## config.mk

```make
export PLATFORM = sky130hd
export DESIGN_NAME = instruction_fetch_stage
export DESIGN_NICKNAME = d
export VERILOG_FILES = /design/src/rtl/instruction_fetch_stage_pkg.sv /design/src/rtl/instruction_fetch_stage_if_id_buffer.sv /design/src/rtl/instruction_fetch_stage.sv
export SDC_FILE = /design/constraint.sdc
export NUM_CORES = 1
export LEC_CHECK = 0
export ABC_CLOCK_PERIOD_IN_PS = 2200
export CORE_MARGIN = 2
export CORE_UTILIZATION = 44
export CTS_BUF_LIST = sky130_fd_sc_hd__clkbuf_2 sky130_fd_sc_hd__clkbuf_4 sky130_fd_sc_hd__clkbuf_8
export DETAILED_ROUTE_END_ITERATION = 10
export MAX_ROUTING_LAYER = met4
export PLACE_DENSITY = 0.79
export REMOVE_ABC_BUFFERS = 1
export SYNTH_ARGS = -nofsm -noshare
export SYNTH_HDL_FRONTEND = slang
export SYNTH_HIERARCHICAL = 1
export SYNTH_SLANG_ARGS = --single-unit
```

## constraint.sdc

```tcl
create_clock -name clk -period 2.2 [get_ports clk]
set_clock_uncertainty 0.1 [all_clocks]
set_input_delay 0.22 -clock clk [delete_from_list [all_inputs] [get_ports clk]]
set_output_delay 0.22 -clock clk [all_outputs]
set_load 0.005 [all_outputs]
```

## src/rtl/instruction_fetch_stage_pkg.sv

```systemverilog
// Shared RISC-V fetch constants, FSM state and IF/ID bundle.
// Imported by the fetch stage and its IF/ID holding register.
package instruction_fetch_stage_pkg;

  localparam int XLEN   = 64;
  localparam int INST_W = 32;

  localparam logic [INST_W-1:0] NOP_INST = 32'h0000_0013;

  typedef enum logic [1:0] {
    IDLE,
    RUN,
    HOLD
  } fetch_state_e;

  typedef struct packed {
    logic [INST_W-1:0] inst;
    logic [XLEN-1:0]   pc;
  } if_id_t;

endpackage

```

## src/rtl/instruction_fetch_stage_if_id_buffer.sv

```systemverilog
// IF/ID holding register: load, flush and drain with a valid flag.
// Flush wins over load; load wins over drain for back-to-back fills.
module if_id_buffer
  import instruction_fetch_stage_pkg::*;
(
  input  logic   clk,
  input  logic   reset,
  input  logic   load,
  input  logic   flush,
  input  logic   drain,
  input  if_id_t din,
  output logic   valid,
  output if_id_t dout
);

  // Buffer contents and occupancy.
  always_ff @(posedge clk or negedge reset) begin
    if (!reset) begin
      valid <= 1'b0;
      dout  <= '{inst: NOP_INST, pc: '0};
    end else if (flush) begin
      valid <= 1'b0;
    end else if (load) begin
      valid <= 1'b1;
      dout  <= din;
    end else if (drain) begin
      valid <= 1'b0;
    end
  end

endmodule

```

## src/rtl/instruction_fetch_stage.sv

```systemverilog
// Fetch stage: owns the PC, drives instruction memory and feeds
// the IF/ID buffer to decode with stall, redirect and enable.
module instruction_fetch_stage
  import instruction_fetch_stage_pkg::*;
#(
  parameter logic [63:0] RESET_PC = 64'd0,
  parameter int unsigned PC_STEP  = 4,
  parameter int          COUNT_W  = 32
) (
  input  logic               clk,
  input  logic               reset,
  input  logic               Fetch_Enable,
  output logic [XLEN-1:0]    Inst_Address,
  input  logic [INST_W-1:0]  Instruction,
  input  logic               Branch_Taken,
  input  logic [XLEN-1:0]    Branch_Target,
  output logic               IF_ID_Valid,
  output logic [INST_W-1:0]  IF_ID_Instruction,
  output logic [XLEN-1:0]    IF_ID_PC,
  input  logic               ID_Ready,
  output logic [COUNT_W-1:0] Fetch_Count
);

  fetch_state_e        state, state_nxt;
  logic [XLEN-1:0]     pc, pc_nxt, pc_inc;
  logic [COUNT_W-1:0]  count;
  logic                fire, can_load;
  logic                load, flush;
  if_id_t              din, dout;

  assign fire     = IF_ID_Valid & ID_Ready;
  assign can_load = !IF_ID_Valid | ID_Ready;
  assign pc_inc   = pc + XLEN'(PC_STEP);
  assign din      = '{inst: Instruction, pc: pc};

  assign Inst_Address      = pc;
  assign IF_ID_Instruction = dout.inst;
  assign IF_ID_PC          = dout.pc;
  assign Fetch_Count       = count;

  // Next PC, next state and buffer controls; redirect has priority.
  always_comb begin
    state_nxt = state;
    pc_nxt    = pc;
    load      = 1'b0;
    flush     = 1'b0;
    if (Branch_Taken) begin
      flush     = 1'b1;
      pc_nxt    = Branch_Target & ~XLEN'(3);
      state_nxt = Fetch_Enable ? RUN : IDLE;
    end else begin
      unique case (state)
        IDLE: begin
          if (Fetch_Enable) state_nxt = RUN;
        end
        RUN: begin
          if (Fetch_Enable && can_load) begin
            load   = 1'b1;
            pc_nxt = pc_inc;
          end else if (!can_load) begin
            state_nxt = HOLD;
          end else begin
            state_nxt = IDLE;
          end
        end
        HOLD: begin
          if (ID_Ready) begin
            state_nxt = RUN;
            if (Fetch_Enable) begin
              load   = 1'b1;
              pc_nxt = pc_inc;
            end
          end
        end
        default: state_nxt = IDLE;
      endcase
    end
  end

  // PC, FSM state and accepted-instruction counter.
  always_ff @(posedge clk or negedge reset) begin
    if (!reset) begin
      pc    <= RESET_PC;
      state <= IDLE;
      count <= '0;
    end else begin
      pc    <= pc_nxt;
      state <= state_nxt;
      if (fire) count <= count + COUNT_W'(1);
    end
  end

  if_id_buffer u_buf (
    .clk   (clk),
    .reset (reset),
    .load  (load),
    .flush (flush),
    .drain (fire),
    .din   (din),
    .valid (IF_ID_Valid),
    .dout  (dout)
  );

endmodule

```

* Word level (Yosys, flattened, before mapping) *
Index checks and enable logic that the tools add are counted.
W data, S select, Z words.

word-level totals
  bits in registers = 195
  input bits = 101
  output and inout port bits = 193
  word-level logic and storage cells = 47

operators by class
  add/sub/neg operators = 2
  eq/ne operators = 7
  muxes and demuxes = 21
  bitwise gates (word level) = 3
  reductions and logical operators = 8

operators with widths
  kind                     number
  $mux W64                 4
  $pmux W64 S2             1
  $add A64 B3 Y64 const B  1
  $add A32 B1 Y32 const B  1
  $ne A3 B3 Y1 const B     5
  $mux W2                  5
  $mux W1                  9
  $pmux W2 S3              1
  $reduce_bool A3 Y1       2
  $reduce_and A4 Y1        1
  $reduce_and A3 Y1        1
  $eq A2 B1 Y1 const B     1
  $eq A2 B2 Y1 const B     1
  $logic_not A2 Y1         1
  $pmux W1 S2              1
  $reduce_and A2 Y1        1
  $and A1 B1 Y1            1
  $logic_and A1 B1 Y1      1
  $logic_not A1 Y1         1
  $not A1 Y1               1
  $or A1 B1 Y1             1

* Depth between registers and ports, before layout *
  depth in word-level cells = 8
  gate-level depth with buffers = 10
  gate-level depth less buffers = 7

* Modules after synthesis *
Netlist, hierarchy kept.

modules (own cells, without submodules)
  module                   times used  cells an instance  area an instance (um2)  sequential area each (um2)
  instruction_fetch_stage  1           603                5472.7                  2402.3
  if_id_buffer             1           208                3814.9                  2431.1

* Worst setup path before layout *
OpenSTA, ideal clock, no wires.

  kind = flip-flop to flip-flop
  from = register state[0]
  to = register pc[60] (netlist: Inst_Address[60])
  library setup time = 69 ps
  arrival time = 2140 ps
  required time = 2031 ps
  path slack = -109 ps
  cell stages (with the launch flop) = 9
  path buffers = 1
  clock period less this slack = 2309 ps
  cells stage by stage = dfrtp_1 -> inv_1 -> ha_1 -> o21ba_1 -> buf_2 -> nor4_2 -> nand4_1 -> or4_1 -> nand3_1

between the ends
  word-level cells in the longest chain between the ends = 3
  elaborated cells on any way between the ends = 9
  those cells by class = eq/ne: 5; mux: 2; reduce/logical: 2

RTL lines
  what                                                            line                           source
  start: declaration                                              instruction_fetch_stage.sv:24  fetch_state_e state, state_nxt;
  start signal: assignment                                        instruction_fetch_stage.sv:88  state <= state_nxt;
  $eq A2 B1 Y1 / $eq A2 B2 Y1 (equally long branches)             instruction_fetch_stage.sv:52  unique case (state)
  $ne A3 B3 Y1 (no line), or another cell as far along            -
  $reduce_and A4 Y1 (no line) / $mux W64 (equally long branches)  -
  end signal: assignment                                          instruction_fetch_stage.sv:87  pc <= pc_nxt;
  end: declaration                                                instruction_fetch_stage.sv:25  logic [XLEN-1:0] pc, pc_nxt, pc_inc;

Parallel ways exist; a longest one is shown, timed or not.
A chain may end at the register's enable or synchronous reset.

* Worst setup path in the final report *
  from = register state[0]
  to = register, netlist name u_buf/dout[1]

between the ends
  word-level cells in the longest chain between the ends = 4
  elaborated cells on any way between the ends = 5
  those cells by class = eq/ne: 2; mux: 2; reduce/logical: 1

RTL lines
  what                                                 line                           source
  $eq A2 B2 Y1 / $eq A2 B1 Y1 (equally long branches)  instruction_fetch_stage.sv:52
  $pmux W1 S2 (*)                                      instruction_fetch_stage.sv:52
  $mux W1 (*)                                          instruction_fetch_stage.sv:47  if (Branch_Taken) begin
  via load                                             instruction_fetch_stage.sv:28  logic load, flush;
  $reduce_and A2 Y1 (no line) (*)                      -

The timed path passes the listed nets; every way through them passes the cells marked *.

==> impl_metrics.toml <==
[synthesis]
yosys.cell_types.count = 55
synth_ff_type = "dfrtp_1"
synth_common_cells = "190 x dfrtp_1, 72 x nand2_1, 57 x mux2_2"
synth-async-reset-ratio = 1.00
syn_inst = 811
syn_avg_cell_area_sq_um = 11.5
syn_area_sq_um = 9290
yosysSeqAreaShare = 0.520
ys_warn_count = 6
synth.largest_area_cell = "dfrtp_1"
synth-edff-count = 0
synth_area_leaders = "dfrtp_1 51%, mux2_2 6.9%, mux2_4 6.5%, nand4_1 3.8%, xor2_1 3.2%"
ys_ff_latch = 193
synth.most_common_cell = "dfrtp_1"
synth_top_cell_area_share = 0.512

[critical_path]
r2r_cells = 11
worstReg2RegEnd = "u_buf/dout[1]"
critPathMostFrequentCell = "buf_12"
required_ns = 2.46
crit_chain = "inv_2, buf_4, buf_4, ha_4, nand4_1, nor2_2, nor2b_4, buf_12, buf_12, buf_12, mux2_4"
max_stage_delay_ns = 0.39
r2r-start = "state[0]"
startpoint_type = "flip-flop"
critPathKind = "reg2reg"
end_kind = "flip-flop"
cp_slowest_cell = "dfrtp_1"
crit_arrival_ns = 2.61
crit_path_max_fanout = 7
reg2reg_slack_ns = -0.15

[floorplan]
chipWidth_um = 149
dieArea_sq_um = 22300
core_area_sq_um = 20900
dieHeight_um = 149
ios = 294
row_count = 53
start_util = 0.445

[clock_network]
cts_buffer_depth = 2
clk_latency_ns = 0.48
cts_max_level = 4
clock-sinks = 193
cts_made_buffers = 17
cts_tree = "yes"
clockRootBuffer = "clkbuf_8"
path_clk_slew_ns = 0.11

[timing]
finalMaxSlewViolations = 0
grt_setup_unrepaired = "yes"
final-setup-viol-count = 101
relSlewSlack = 0.625
min_period_over_period = 1.07
layout_setup_ws_ns = -0.148
min_period_ns = 2.35
finalHoldWorstSlack_ns = 0.178
hold_viol = 0
worst_pin_slew_ns = 0.562
fmax_mhz = 426

[global_route]
grt_use_met2 = 0.427
grt_pass1_wl_um = 44800
overflow = 0
use_met1 = 0.343
antenna_found_initial = 1
grt_max_degree = 64
top_usage_layer = "met2"
grt.met3_usage = 0.0431
grtUsageTotal = 0.264
grt_pass1_vias = 8365

[drt]
wire_per_inst_um = 19.3
routed_wl_um = 29200
ant_nets = 0
via_per_inst = 5.36
drtIter0Drc = 583
num_vias = 8135
first_pass_iters = 6
drc = 0

[placed_design]
gp_congestion = 0.938
io_buffer_count = 289
dp_hpwl_um = 20100

[run_status]
violations = "negative setup slack"
status = "finished with violations"

[power]
p_leak_nw = 6.06
ir_worst_vdd_mv = 0.495
power.density_nw_per_um2 = 783
fin_total_pwr_mw = 11.3

[layout]
fillerInstances = 1504
area_delta_synth_final_pct = 55.6
register_area_sq_um = 4840
multi_input_area_sq_um = 4560
final_nets = 1335
final_layout_size_suffix_gt1_frac = 0.254

[run]
maxCapViolations = 0

[worst_hold_path]
hold_class = "in2async"
-- area by class of cell --
type | instances | share of cell area
Tap cell | 275 | 0.0238
Inverter | 18 | 0.00467
Clock inverter | 12 | 0.0101
Clock buffer | 20 | 0.0186
Multi-Input combinational cell | 571 | 0.315
Timing Repair Buffer | 427 | 0.293
Antenna cell | 1 | 0.000173
Sequential cell | 193 | 0.335
-- where the power goes --
part / leakage, nW / internal (mW) / total [mW] / switching (mW)
logic: 3.47 / 2.70 / 3.87 / 1.17
clock network: 0.208 / 1.11 / 2.49 / 1.37
registers: 2.38 / 4.38 / 4.96 / 0.576
total: 6.06 / 8.20 / 11.3 / 3.11
-- what timing repair did --
| action | CTS | global route |
|---|---|---|
| hold buffers | 1 | 0 |
| gates resized for setup | 69 | 39 |
| cloned | 5 | 3 |
| pin swaps | 13 | 30 |
| hold endpoints to repair | 58 | 0 |
| setup buffers | 19 | 12 |
| endpoints found under the setup margin | 35 | 132 |
-- layout by cell type (no fill, tap or decap), types with 4 or more instances in the layout --
cell type	count
and2_1	6
nand2_1	72
mux2_4	88
buf_6	8
and4_1	8
inv_1	15
dfrtp_1	187
buf_8	4
conb_1	4
or3_1	13
nor4_4	5
buf_12	10
o21ai_0	13
nand3_1	34
clkbuf_8	20
a31oi_1	19
nor2_1	40
or4_1	8
nand4_1	56
inv_6	4
and3_1	9
xnor2_1	32
nor3_1	10
clkdlybuf4s50_1	287
nor4_1	6
nor4_2	7
nand4_4	4
nor2b_1	6
o31ai_1	4
mux2_2	9
o21ai_1	37
buf_4	110
xor2_1	34
-- worst max-delay path: cells and delay by family, from the launching register on --
family                     cells  cell delay, ns
muxes                          1            0.30
buffers and inverters          6            0.77
and+or+nand+nor                3            0.44
adders and majority gates      1            0.25
DFF                            1            0.39
-- flip-flops by register name, indices dropped and copies added (netlist names) --
signal and flops:
u_buf/dout 96, Fetch_Count 32, u_buf/valid 1, state 2, Inst_Address 62
-- per-stage QoR --
stage | std cells | setup slack [ns] | utilization | TNS (ns) | cell area [sq um]
finish | 1517 | -0.148 | 0.692 | -7.23 | 14500
global placement | 1453 | -0.229 | 0.633 | -9.36 | 13200
CTS | 1508 | -0.112 | 0.680 | -2.96 | 14200
global route | 1517 | -0.259 | 0.692 | -14.37 | 14500
floorplan | 782 | -5.11 | - | -493.10 | 9080
detailed placement | 1453 | -0.237 | 0.633 | -15.15 | 13200
-- layer usage --
metal,part of all wire,wire (um)
met1,0.43,12500
met4,0.024,698
met3,0.052,1520
met2,0.50,14500
met5,0,0
-- kinds of logic after synthesis --
group                      share of synthesized area
buffers and inverters                         0.0311
xor gates and xnor gates                      0.0622
and+or+nand+nor                                0.185
DFF                                            0.520
adders and majority gates                    0.00808
AOI/OAI and AO/OA                             0.0554
other                                       0.000404
muxes                                          0.137
-- how the worst max path moves through the flow --
stage                       startpoint          endpoint  slack (ns)  depth (start not counted)
final                         state[0]     u_buf/dout[1]       -0.15                         11
after global routing          state[0]  Inst_Address[49]       -0.26                         10
after CTS                     state[0]  Inst_Address[51]       -0.11                          9
after detailed placement      ID_Ready  Inst_Address[14]       -0.24                          7
after global placement        ID_Ready  Inst_Address[14]       -0.23                          7
after floorplan           Branch_Taken    u_buf/dout[10]       -5.11                          5
No activity file was read; power rests on OpenSTA's default activity.
